<file path="config.mk">
export PLATFORM = sky130hd
export DESIGN_NAME = pipe_ctrl_flat
export DESIGN_NICKNAME = d
export VERILOG_FILES = /design/src/rtl/pipe_ctrl_if.sv /design/src/rtl/pipe_ctrl.sv /design/src/flat_wrapper.sv
export SDC_FILE = /design/constraint.sdc
export NUM_CORES = 1
export LEC_CHECK = 0
export CORE_AREA = 2 2 49 51
export CTS_CLUSTER_SIZE = 20
export DETAILED_ROUTE_END_ITERATION = 12
export DIE_AREA = 0 0 51 53
export PLACE_DENSITY = 0.76
export SETUP_SLACK_MARGIN = 0.1
export SLEW_MARGIN = 20
export SYNTH_ARGS = -nofsm -noshare
export SYNTH_HDL_FRONTEND = slang
export SYNTH_SLANG_ARGS = --single-unit
</file>
<file path="constraint.sdc">
create_clock -name clock -period 2.78 [get_ports clock]
set_input_delay 0.834 -clock clock [delete_from_list [all_inputs] [get_ports clock]]
set_output_delay 0.834 -clock clock [all_outputs]
set_load 0.01 [all_outputs]
</file>
<file path="src/rtl/pipe_ctrl_if.sv">
// Pipeline-control bus: stall/flush requests in, per-stage enables and valids out,
// plus the performance-counter read port.
interface pipe_ctrl_if #(
  parameter int NSTAGES = 5,
  parameter int NSRC    = 5,
  parameter int SW      = $clog2(NSTAGES),
  parameter int CNT_W   = 32
);
  localparam int CSW = $clog2(NSRC + 1);

  logic [NSRC-1:0]    stall_req;
  logic               flush_req;
  logic [SW-1:0]      flush_stage;
  logic               fetch_valid;
  logic [NSTAGES-1:0] stage_en;
  logic [NSTAGES-1:0] stage_valid;
  logic               flush_ack;
  logic               wb_valid;
  logic [CSW-1:0]     cnt_sel;
  logic               cnt_clr;
  logic [CNT_W-1:0]   cnt_rdata;

  modport master (
    output stall_req, flush_req, flush_stage, fetch_valid, cnt_sel, cnt_clr,
    input  stage_en, stage_valid, flush_ack, wb_valid, cnt_rdata
  );

  modport slave (
    input  stall_req, flush_req, flush_stage, fetch_valid, cnt_sel, cnt_clr,
    output stage_en, stage_valid, flush_ack, wb_valid, cnt_rdata
  );
endinterface

</file>
<file path="src/rtl/pipe_ctrl.sv">
// Central stall/flush/valid controller for an NSTAGES-deep in-order pipeline.
// Optional stall/retire counters are built when PIPE_CTRL_PERF_EN is defined.
module pipe_ctrl #(
  parameter int                      NSTAGES   = 5,
  parameter int                      NSRC      = 5,
  parameter int                      SW        = $clog2(NSTAGES),
  parameter logic [NSRC*SW-1:0]      SRC_STAGE = {3'd3, 3'd3, 3'd2, 3'd1, 3'd1},
  parameter int                      CNT_W     = 32
) (
  input  logic      clock,
  input  logic      reset,
  pipe_ctrl_if.slave bus
);
  logic [NSTAGES-1:0] r_stage_valid;
  logic [NSTAGES-1:0] w_valid_nxt;
  logic [NSTAGES-1:0] w_hold;
  logic [NSTAGES-1:0] w_prev_hold;
  logic [NSTAGES-1:0] w_prev_valid;
  logic [NSTAGES-1:0] w_flush_mask;
  logic               w_hold_fs;
  logic               w_flush_ok;

  // w_hold[i] is set for every stage at or below the deepest requested freeze point.
  always_comb begin
    w_hold       = '0;
    w_hold_fs    = 1'b0;
    w_flush_mask = '0;
    for (int j = 0; j < NSRC; j++) begin
      if (bus.stall_req[j]) begin
        for (int i = 0; i < NSTAGES; i++) begin
          if (int'(SRC_STAGE[j*SW +: SW]) >= i) w_hold[i] = 1'b1;
        end
        if (SRC_STAGE[j*SW +: SW] >= bus.flush_stage) w_hold_fs = 1'b1;
      end
    end
    w_flush_ok = bus.flush_req && !w_hold_fs;
    for (int i = 0; i < NSTAGES; i++) begin
      w_flush_mask[i] = w_flush_ok && (i < int'(bus.flush_stage));
    end
  end

  assign w_prev_hold  = {w_hold[NSTAGES-2:0], 1'b0};
  assign w_prev_valid = {r_stage_valid[NSTAGES-2:0], bus.fetch_valid};

  // Priority per stage: flush kill, hold, bubble below a frozen stage, advance.
  always_comb begin
    w_valid_nxt = '0;
    for (int i = 0; i < NSTAGES; i++) begin
      if (w_flush_mask[i])      w_valid_nxt[i] = 1'b0;
      else if (w_hold[i])       w_valid_nxt[i] = r_stage_valid[i];
      else if (w_prev_hold[i])  w_valid_nxt[i] = 1'b0;
      else                      w_valid_nxt[i] = w_prev_valid[i];
    end
  end

  always_ff @(posedge clock) begin
    if (reset) r_stage_valid <= '0;
    else       r_stage_valid <= w_valid_nxt;
  end

  assign bus.stage_en    = reset ? '1 : (~w_hold | w_flush_mask);
  assign bus.flush_ack   = w_flush_ok && !reset;
  assign bus.stage_valid = r_stage_valid;
  assign bus.wb_valid    = r_stage_valid[NSTAGES-1];

`ifdef PIPE_CTRL_PERF_EN
  localparam int NCNT = NSRC + 1;

  function automatic logic [CNT_W-1:0] sat_inc(input logic [CNT_W-1:0] v);
    return (&v) ? v : v + 1'b1;
  endfunction

  logic [CNT_W-1:0] r_cnt [NCNT];
  logic [CNT_W-1:0] w_cnt_nxt [NCNT];
  logic [NCNT-1:0]  w_inc;
  logic [CNT_W-1:0] w_sel_nxt;
  logic [CNT_W-1:0] r_cnt_rdata;

  // The read register captures the post-update value, so a clear shows up one cycle later.
  always_comb begin
    w_inc     = {r_stage_valid[NSTAGES-1], bus.stall_req};
    w_sel_nxt = '0;
    for (int k = 0; k < NCNT; k++) begin
      if (bus.cnt_clr)   w_cnt_nxt[k] = '0;
      else if (w_inc[k]) w_cnt_nxt[k] = sat_inc(r_cnt[k]);
      else               w_cnt_nxt[k] = r_cnt[k];
      if (int'(bus.cnt_sel) == k) w_sel_nxt = w_cnt_nxt[k];
    end
  end

  always_ff @(posedge clock) begin
    if (reset) begin
      for (int k = 0; k < NCNT; k++) r_cnt[k] <= '0;
      r_cnt_rdata <= '0;
    end else begin
      for (int k = 0; k < NCNT; k++) r_cnt[k] <= w_cnt_nxt[k];
      r_cnt_rdata <= w_sel_nxt;
    end
  end

  assign bus.cnt_rdata = r_cnt_rdata;
`else
  logic w_unused_perf;
  assign w_unused_perf = ^{bus.cnt_sel, bus.cnt_clr};
  assign bus.cnt_rdata = '0;
`endif
endmodule

</file>
<file path="src/flat_wrapper.sv">
// flat-port wrapper written by rule: the top's interface ports become plain ports
module pipe_ctrl_flat 
#(
  parameter int                      NSTAGES   = 5,
  parameter int                      NSRC      = 5,
  parameter int                      SW        = $clog2(NSTAGES),
  parameter logic [NSRC*SW-1:0]      SRC_STAGE = {3'd3, 3'd3, 3'd2, 3'd1, 3'd1},
  parameter int                      CNT_W     = 32
)
  (clock, reset, bus_stall_req, bus_flush_req, bus_flush_stage, bus_fetch_valid, bus_cnt_sel, bus_cnt_clr, bus_stage_en, bus_stage_valid, bus_flush_ack, bus_wb_valid, bus_cnt_rdata);
  pipe_ctrl_if #(.NSTAGES(NSTAGES), .NSRC(NSRC), .SW(SW), .CNT_W(CNT_W)) bus_i ();
  input  logic clock;
  input  logic reset;
  input wire logic [$bits(bus_i.stall_req)-1:0] bus_stall_req;
  input wire logic [$bits(bus_i.flush_req)-1:0] bus_flush_req;
  input wire logic [$bits(bus_i.flush_stage)-1:0] bus_flush_stage;
  input wire logic [$bits(bus_i.fetch_valid)-1:0] bus_fetch_valid;
  input wire logic [$bits(bus_i.cnt_sel)-1:0] bus_cnt_sel;
  input wire logic [$bits(bus_i.cnt_clr)-1:0] bus_cnt_clr;
  output wire logic [$bits(bus_i.stage_en)-1:0] bus_stage_en;
  output wire logic [$bits(bus_i.stage_valid)-1:0] bus_stage_valid;
  output wire logic [$bits(bus_i.flush_ack)-1:0] bus_flush_ack;
  output wire logic [$bits(bus_i.wb_valid)-1:0] bus_wb_valid;
  output wire logic [$bits(bus_i.cnt_rdata)-1:0] bus_cnt_rdata;
  assign bus_i.stall_req = bus_stall_req;
  assign bus_i.flush_req = bus_flush_req;
  assign bus_i.flush_stage = bus_flush_stage;
  assign bus_i.fetch_valid = bus_fetch_valid;
  assign bus_i.cnt_sel = bus_cnt_sel;
  assign bus_i.cnt_clr = bus_cnt_clr;
  assign bus_stage_en = bus_i.stage_en;
  assign bus_stage_valid = bus_i.stage_valid;
  assign bus_flush_ack = bus_i.flush_ack;
  assign bus_wb_valid = bus_i.wb_valid;
  assign bus_cnt_rdata = bus_i.cnt_rdata;
  pipe_ctrl #(.NSTAGES(NSTAGES), .NSRC(NSRC), .SW(SW), .SRC_STAGE(SRC_STAGE), .CNT_W(CNT_W)) u_core (.clock(clock), .reset(reset), .bus(bus_i));
endmodule
</file>
==> results.yml <==
detailed_routing:
  drt_iter0_drc: 5
  ant_nets: 0
  avgRoutedWirePerCell_um: 9.66
  vias: 529
  postRouteWirelength_mm: 1.31
  drc: 0
  via_per_inst: 3.89
  dr.pass1.iters: 4
clock_network:
  clk_pin_slew_ns: 0.04
  cts_hold_buffers: 0
  numCtsBuffers: 3
  clockBufferDepth: 2
  cts_tree: "yes"
  cts_sinks: 5
  cts_max_level: 1
  clkLatencyLatePin_ns: 0.25
  root_buffer: "clkbuf_4"
pwr:
  p_sw_mw: 0.0791
  ir_drop_mv: 0.112
  clkPwrFrac: 0.352
  swShare: 0.323
  p_int_mw: 0.166
  power_density_nw_per_um2: 297
  seqPwrFrac: 0.294
  total_power_mw: 0.245
  p_leak_nw: 0.406
  pwr-share-comb: 0.354
yosys:
  ys_top_cells_by_count: "buf_4, dfxtp_1, a211o_1, nor2_1"
  synthAdderAreaFrac: 0
  ys_warn_count: 0
  synth.distinct_cells: 25
  ys_async_sr_fraction: 0
  synthSimpleGateAreaFrac: 0.148
  syn_area_per_cell_um2: 8.24
  synth_top_area_share: 0.443
  syn_inst: 70
  synth.area.top_cells: "buf_4, dfxtp_1, a211o_1"
  netlist_area_um2: 577
  synth_ff_type: "dfxtp_1"
  synthMuxAreaShare: 0.0347
  yosysMostFrequentCell: "buf_4"
  synth_top_family_by_area: "buffers and inverters"
  ys_ff_latch: 5
  ys_seq_area_frac: 0.174
  synth_compound_area_frac: 0.182
  synth_xor_area_frac: 0
  synth_top_area_cell: "buf_4"
  synth_edf_count: 0
sta:
  rsz0062_at_grt: "true"
  hold_slack_ns: 0.518
  fin_setup_tns_ns: 0
  clock_skew_ns: 0.00143
  min_period_ns: 2.68
  fmax_mhz: 373
  final-max-slew-violation-count: 0
  final-hold-violation-count: 0
  timing.final.crit_share: 0.965
  setup_viol: 0
floorplan:
  die_height_um: 53
  rows: 17
  core_area_um2: 2150
  start_util: 0.268
  die_area_um2: 2700
  die_w_um: 51
  ioPinCount: 60
setup_path:
  end_kind: "output pin"
  crit_fanout: 4
  cp_top_family: "compound AO/OA/AOI/OAI gates"
  arrival_ns: 1.85
  startpoint_type: "input port"
  crit_start: "bus_flush_stage[2]"
  critPathSlowestCell: "a211o_1"
  path_depth: 6
  slowest_delay_ns: 0.29
  worst_ep_required_time_ns: 1.95
  worst-setup-path-type: "input port to output pin"
  reg2reg_depth: 2
  r2r_start: "u_core.bus.stage_valid[2]$_SDFFE_PP0N_"
  cp_cell_sequence: "buf_6 -> or2_4 -> o21bai_1 -> a21boi_2 -> a211o_1 -> buf_2"
  critPathBufInv: 2
global_routing:
  overflow: 0
  grt_max_degree: 8
  grt_usage: 0.111
  grt_pass1_vias: 485
  antenna_found_initial: 0
  grt_pass1_wl_mm: 2.08
flow_run:
  max-cap-violations: 0
cells_and_area:
  stdcell_count: 136
  largest_reg_flops: 5
  antenna_cells: 0
  fin_nets: 125
  syn_to_final_growth_pct: 43.0
  drive_above_1_share: 0.352
outcome:
  status: "completed"
place:
  dp.final_hpwl_mm: 1.08
  dp.cells: 129
  io_buffers: 22
  gp_congestion: 0.699
min_path:
  min_from: "u_core.bus.stage_valid[3]$_SDFFE_PP0N_"
  holdPathStages: 2
  hold_class: "register to register"
-- timing repair --
item	in CTS	in global routing
resized for setup	49	11
setup buffers	3	1
pin swaps	8	9
endpoints found under the hold margin	0	0
endpoints found under the setup margin	5	3
-- final timing paths --
kind / slack [ns] / to
max: 0.1 / bus_stage_en[1]
min: 0.52 / u_core.bus.stage_valid[3]$_SDFFE_PP0N_
max reg2reg: 1.98 / u_core.bus.stage_valid[3]$_SDFFE_PP0N_
min reg2reg: 0.52 / u_core.bus.stage_valid[3]$_SDFFE_PP0N_
-- worst reg2reg max path, stage by stage (launching register included) --
cell and delay, ns:
dfxtp_1 0.35, nand3b_1 0.10, a221oi_1 0.26
-- power groups by stage --
stage / Combinational [mW] / Sequential, mW / Clock, mW
global route: 0.0955 / 0.0721 / 0.0922
global placement: 0.0843 / 0.0735 / 0
CTS: 0.0846 / 0.0722 / 0.0882
finish: 0.0867 / 0.0722 / 0.0862
floorplan: 0.0732 / 0.0735 / 0
detailed placement: 0.0857 / 0.0735 / 0
-- layout by cell type (no fill, tap or decap), drive strengths merged, types with 2 or more instances in the layout --
master          n
a211o           3
a211oi          2
buf            25
clkbuf          6
clkdlybuf4s50   7
conb           33
dfxtp           5
dlygate4sd2     4
mux2i           2
nor2            3
nor2b           2
or3             2
-- kinds of logic after synthesis --
family / after synthesis
buffers and inverters: 35
AO/OA/AOI/OAI: 14
AND/OR/NAND/NOR: 12
flip-flops: 5
multiplexers: 2
other: 2
-- per-stage QoR --
step | area, um^2 | utilization | setup slack (ns)
after CTS | 830 | 0.386 | 0.0272
after global placement | 787 | 0.366 | -0.750
after detailed placement | 787 | 0.366 | -0.761
after floorplan | 693 | - | 0.184
final | 825 | 0.384 | 0.0973
after global routing | 825 | 0.384 | 0.0411
-- area by class of cell --
cell class	count	area [um^2]
sequential	5	100
timing repair buffer	38	310
clock buffer	4	26.3
tap	28	35.0
fill	230	1320
multi-input combinational	61	353
-- per-layer routing --
metal | wire [um] | global-route usage
met5 | 0 | 0
met2 | 687 | 0.188
met3 | 128 | 0.0254
met1 | 440 | 0.105
met4 | 57 | 0.122
Note: power is estimated with default switching activity, not from simulation.
